### src/rtl/spi_slave_rx_tx.sv
// SPI mode-0 slave on clk_100mhz: synchronised SCLK/CS_N/MOSI, MSB-first rx/tx words.
// Latency: rx_valid pulses SYNC_STAGES+1 edges after the 8th SCLK rise is first sampled.
// Backpressure: none on rx; tx accepts one word when tx_ready=1, empty buffer -> zeros.
module spi_slave_rx_tx #(
    parameter int DATA_W      = 8,
    parameter int SYNC_STAGES = 2
) (
    input  logic              clk_100mhz,
    input  logic              rst,
    input  logic              sclk,
    input  logic              cs_n,
    input  logic              mosi,
    output logic              miso,
    input  logic [DATA_W-1:0] tx_data,
    input  logic              tx_valid,
    output logic              tx_ready,
    output logic [DATA_W-1:0] rx_data,
    output logic              rx_valid,
    output logic              busy,
    output logic              tx_underrun
);
    localparam int CNT_W = $clog2(DATA_W);
    localparam logic [0:0] IDLE   = 1'b0;
    localparam logic [0:0] ACTIVE = 1'b1;

    logic [SYNC_STAGES-1:0] sclk_sync;
    logic [SYNC_STAGES-1:0] cs_sync;
    logic [SYNC_STAGES-1:0] mosi_sync;
    logic                   sclk_d;
    logic                   cs_d;
    logic                   sclk_s;
    logic                   cs_s;
    logic                   mosi_s;
    logic                   sclk_rise;
    logic                   sclk_fall;
    logic                   cs_fall;
    logic                   cs_rise;

    logic [0:0]             state;
    logic [CNT_W-1:0]       bit_cnt;
    logic [DATA_W-1:0]      shift_rx;
    logic [DATA_W-1:0]      shift_tx;
    logic [DATA_W-1:0]      tx_buf;
    logic                   tx_full;

    assign sclk_s    = sclk_sync[SYNC_STAGES-1];
    assign cs_s      = cs_sync[SYNC_STAGES-1];
    assign mosi_s    = mosi_sync[SYNC_STAGES-1];
    assign sclk_rise = sclk_s & ~sclk_d;
    assign sclk_fall = ~sclk_s & sclk_d;
    assign cs_fall   = ~cs_s & cs_d;
    assign cs_rise   = cs_s & ~cs_d;

    assign tx_ready  = ~tx_full;
    assign miso      = cs_s ? 1'b0 : shift_tx[DATA_W-1];

    // Synchronisers reset to the idle bus state so reset never fakes an edge.
    always_ff @(posedge clk_100mhz) begin
        if (rst) begin
            sclk_sync <= '0;
            cs_sync   <= '1;
            mosi_sync <= '0;
            sclk_d    <= 1'b0;
            cs_d      <= 1'b1;
        end else begin
            sclk_sync <= {sclk_sync[SYNC_STAGES-2:0], sclk};
            cs_sync   <= {cs_sync[SYNC_STAGES-2:0], cs_n};
            mosi_sync <= {mosi_sync[SYNC_STAGES-2:0], mosi};
            sclk_d    <= sclk_s;
            cs_d      <= cs_s;
        end
    end

    always_ff @(posedge clk_100mhz) begin
        if (rst) begin
            state       <= IDLE;
            bit_cnt     <= '0;
            shift_rx    <= '0;
            shift_tx    <= '0;
            tx_buf      <= '0;
            tx_full     <= 1'b0;
            rx_data     <= '0;
            rx_valid    <= 1'b0;
            busy        <= 1'b0;
            tx_underrun <= 1'b0;
        end else begin
            rx_valid    <= 1'b0;
            tx_underrun <= 1'b0;
            if (cs_fall) begin
                state       <= ACTIVE;
                bit_cnt     <= '0;
                busy        <= 1'b1;
                shift_tx    <= tx_full ? tx_buf : '0;
                tx_full     <= 1'b0;
                tx_underrun <= ~tx_full;
            end else if (state == ACTIVE) begin
                if (cs_rise) begin
                    state   <= IDLE;
                    bit_cnt <= '0;
                    busy    <= 1'b0;
                end else if (sclk_rise) begin
                    shift_rx <= {shift_rx[DATA_W-2:0], mosi_s};
                    if (bit_cnt == CNT_W'(DATA_W - 1)) begin
                        rx_data  <= {shift_rx[DATA_W-2:0], mosi_s};
                        rx_valid <= 1'b1;
                        bit_cnt  <= '0;
                    end else begin
                        bit_cnt <= bit_cnt + CNT_W'(1);
                    end
                end else if (sclk_fall) begin
                    if (bit_cnt != '0) begin
                        shift_tx <= shift_tx << 1;
                    end else begin
                        // Back-to-back word: reload before the next word's first rise.
                        shift_tx <= tx_full ? tx_buf : '0;
                        tx_full  <= 1'b0;
                    end
                end
            end
            // Accept after any load so a word offered to an empty buffer is kept.
            if (tx_valid && tx_ready) begin
                tx_buf  <= tx_data;
                tx_full <= 1'b1;
            end
        end
    end

endmodule
### config.mk
export PLATFORM = sky130hd
export DESIGN_NAME = spi_slave_rx_tx
export DESIGN_NICKNAME = d
export VERILOG_FILES = /design/src/rtl/spi_slave_rx_tx.sv
export SDC_FILE = /design/constraint.sdc
export NUM_CORES = 1
export LEC_CHECK = 0
export CAP_MARGIN = 20
export CORE_MARGIN = 3
export CORE_UTILIZATION = 48
export DETAILED_ROUTE_END_ITERATION = 12
export GPL_TIMING_DRIVEN = 0
export PLACE_DENSITY = 0.85
export SKIP_LAST_GASP = 1
export SLEW_MARGIN = 10
export SYNTH_ARGS = -nofsm -noshare
export SYNTH_HDL_FRONTEND = slang
export SYNTH_SLANG_ARGS = --single-unit
export TNS_END_PERCENT = 20
### constraint.sdc
create_clock -name clk_100mhz -period 1.6 [get_ports clk_100mhz]
set_clock_uncertainty 0.1 [all_clocks]
set_input_delay 0.16 -clock clk_100mhz [delete_from_list [all_inputs] [get_ports clk_100mhz]]
set_output_delay 0.16 -clock clk_100mhz [all_outputs]
set_load 0.005 [all_outputs]
==> impl_metrics.yaml <==
floorplan:
  rows: 22
  core_area_sq_mm: 0.00372
  start_util_pct: 50.2
  floorplan.die.height_microns: 68.3
  io_pins: 27
  chip_width_microns: 68.3
  dieArea_sq_mm: 0.00467
sta:
  finalSetupViolations: 5
  slew-limit-headroom_pct: 60.3
  final.setup.worst_slack_ps: -14.6
  final_period_minus_worst_setup_slack_ps: 1610
  report.final.slew_viol_count: 0
  hold_viol_final: 0
  hold_slack_ps: 119
  max_freq_mhz: 619
  min_period_over_period_pct: 101
  unrepaired_setup_endpoints_after_global_routing: "true"
  worst_slew_pin_slew_ps: 596
yosys:
  ys_async_sr_fraction_pct: 0
  synth.top_cell.area_share_pct: 50.4
  synth_edf_count: 0
  synth_sequential_area_ratio_pct: 50.4
  postSynthCellCount: 197
  netlist_area_sq_mm: 0.00187
  synth.yosys.warnings: 0
  yosys.cell_types.count: 35
  synth_seq_cells: 47
  synthesis.nets: 218
  synthDominantAreaCellType: "dfxtp_1"
  synth_area_leaders: "dfxtp_1 50%, nand2_1 6.4%, ha_1 4.7%"
  synth.avg_cell_area_sq_um: 9.47
  synthFlopType: "dfxtp_1"
place:
  detailed_place.area_sq_mm: 0.00219
  place_congestion: 0.836
  hpwl_microns: 2410
  setup_slack_placement_ps: -130
  port_buffers: 25
drt:
  drtPass1Iterations: 4
  wire_per_inst_microns: 13.0
  post-route-drc-count: 0
  route.antenna.remaining_nets: 0
  vias: 1505
  routed_wirelength_microns: 3770
  violation_count_after_the_first_detailed_routing_iteration: 132
  average_via_count_per_standard_cell: 5.19
layout:
  antenna_cells_inserted: 0
  syn_to_final_growth_pct: 32.4
  final_layout_size_suffix_gt1_share_pct: 23.6
  layout.filler_cells: 280
  post-route-cell-area_sq_mm: 0.00247
  multi_input_comb_area_sq_um: 903
  final_nets: 262
  fin_util_pct: 66.5
  regArea_sq_um: 946
setup_path:
  critical_path_class: "flop to flop"
  maximum_fanout_along_the_worst_path: 8
  critPathSlowestCell: "dfxtp_2"
  r2r_setup_slack_ps: -10
  setup.worst_path.start_class: "flop"
  cp_endpoint_kind: "flop"
  crit_buf_inv: 3
  cp_top_family: "simple AND/OR/NAND/NOR gates"
  cp_common_cell: "buf_6"
  required_ps: 1730
  cp_data_arrival_time_ps: 1750
  critical_path.max_stage_delay_ps: 350
  crit_chain: "inv_2 -> ha_4 -> and4b_1 -> buf_6 -> and2_4 -> buf_6 -> nand2_2 -> a21oi_2"
clocking:
  tritoncts: "built"
  cts-root-to-sink-buffers: 2
  worstSkewPairLatency_ps: 300
  clk_root_buffer_cell: "clkbuf_8"
  numCtsBuffers: 5
  clk_pin_slew_ps: 90
  cts_num_sinks: 47
  htree_levels: 2
run_status:
  result_of_the_run: "complete, but fails checks"
  failed_checks: "setup timing"
global_routing:
  largest_net_degree_at_the_start_of_global_routing: 16
  global_route.overflow_total: 0
  antenna_found_initial: 0
  grt_pass1_wl_microns: 5770
  vias_in_the_first_global_route: 1376
  globalRouteTotalUtil_pct: 16.4
min_path:
  hold_path.class: "input pin to flop"
flow_run:
  cap_viol_max_count: 0
pwr:
  power.leakage_nw: 0.929
  p_total_mw: 2.27
  powerDensity_mw_per_mm2: 919
  max-vdd-ir-drop_v: 0.000594
synthesized netlist by cell type (2+ instances only):
| master | count |
|---|---|
| o21ai_0 | 2 |
| or2b_1 | 2 |
| a21oi_2 | 2 |
| nor3b_1 | 2 |
| nand3_1 | 2 |
| a211oi_1 | 5 |
| nor3_1 | 3 |
| inv_2 | 2 |
| nand2_1 | 32 |
| clkbuf_1 | 3 |
| or2_2 | 3 |
| mux2i_1 | 8 |
| a22oi_1 | 9 |
| ha_1 | 7 |
| buf_6 | 3 |
| inv_1 | 5 |
| nor2_1 | 17 |
| dfxtp_1 | 47 |
| buf_4 | 2 |
| nor2b_1 | 8 |
| a21oi_1 | 17 |
| nand2b_1 | 3 |
placed cells by master (no fill, tap or decap), drive strengths merged:
cell	n
clkbuf	8
clkdlybuf4s50	24
and4b	1
nand2b	3
and2	2
a311oi	2
bufinv	1
dlygate4sd3	1
o21ai	2
nand2	32
or2	3
nand3b	2
a21oi	20
mux2i	8
inv	7
or2b	2
a211oi	6
nor3b	2
dfxtp	47
nor2	18
ha	7
buf	18
nor3	3
nand3	2
nor2b	8
clkinv	2
and3	1
dlygate4sd2	1
a22oi	9
flip-flops by register name, summed over array words and instances, names as in the netlist, 2 cells and up:
signal and count:
rx_data 8, sclk_sync 2, cs_sync 2, bit_cnt 3
shift_tx 8, mosi_sync 2, shift_rx 7, tx_buf 8
where the power goes:
group          switching (mW)  internal (mW)
clock network           0.387          0.465
logic                  0.0885         0.0997
registers              0.0239           1.20
kinds of logic (layout without fill, tap and decap cells):
kind of cell / after synthesis / count (layout) / share of synthesized area [%]
compound gates: 39 / 39 / 14.5
flops: 47 / 47 / 50.4
buf+inv: 17 / 62 / 5.10
fa+ha+maj: 7 / 7 / 4.69
mux: 8 / 8 / 4.29
simple gates: 79 / 79 / 21.0
layer usage:
metal / vias to the layer above / global-route usage [%] / routed length, microns
li1: 751 / - / -
met1: 703 / 20.1 / 1670
met2: 45 / 27.6 / 1840
met3: 6 / 4.43 / 190
met4: 0 / 5.46 / 69
met5: - / 0 / 0
path summary, 6_finish.rpt:
kind,depth (start not counted),to,start
worst min-delay path,2,sclk_sync[1]$_SDFF_PP0_,rst
worst max-delay path,8,rx_data[7]$_SDFFE_PP0P_,cs_sync[1]$_SDFF_PP1_
worst min register to register,1,cs_sync[1]$_SDFF_PP1_,cs_sync[0]$_SDFF_PP1_
worst max register to register,8,rx_data[7]$_SDFFE_PP0P_,cs_sync[1]$_SDFF_PP1_
area by class of cell:
class,count,area share (%)
repair buffers,37,14.0
clock buffers,5,2.79
well taps,48,2.43
flip-flops and latches,47,38.3
multi-input cells,133,36.6
plain buffers,10,3.09
clock inverters,3,1.77
inverters,7,1.06
timing repair:
item                                   4_1_cts  5_1_grt
setup endpoints to repair                   17       21
gates resized for setup                      6       17
pin swaps                                    0        7
buffers inserted                             3        8
endpoints found under the hold margin        8        0
hold buffers                                 1        0
through the flow:
step                std cells  TNS, ps
global route              290    -1120
detailed placement        270    -1700
CTS                       282     -462
finish                    290    -53.0
floorplan                 197        0
global placement          270     -882
worst register-to-register path, stage by stage (launching register included):
cell	delay, ps
dfxtp_2	350
inv_2	60
ha_4	270
and4b_1	210
buf_6	120
and2_4	140
buf_6	130
nand2_2	60
a21oi_2	120
No activity file was read; power rests on OpenSTA's default activity.
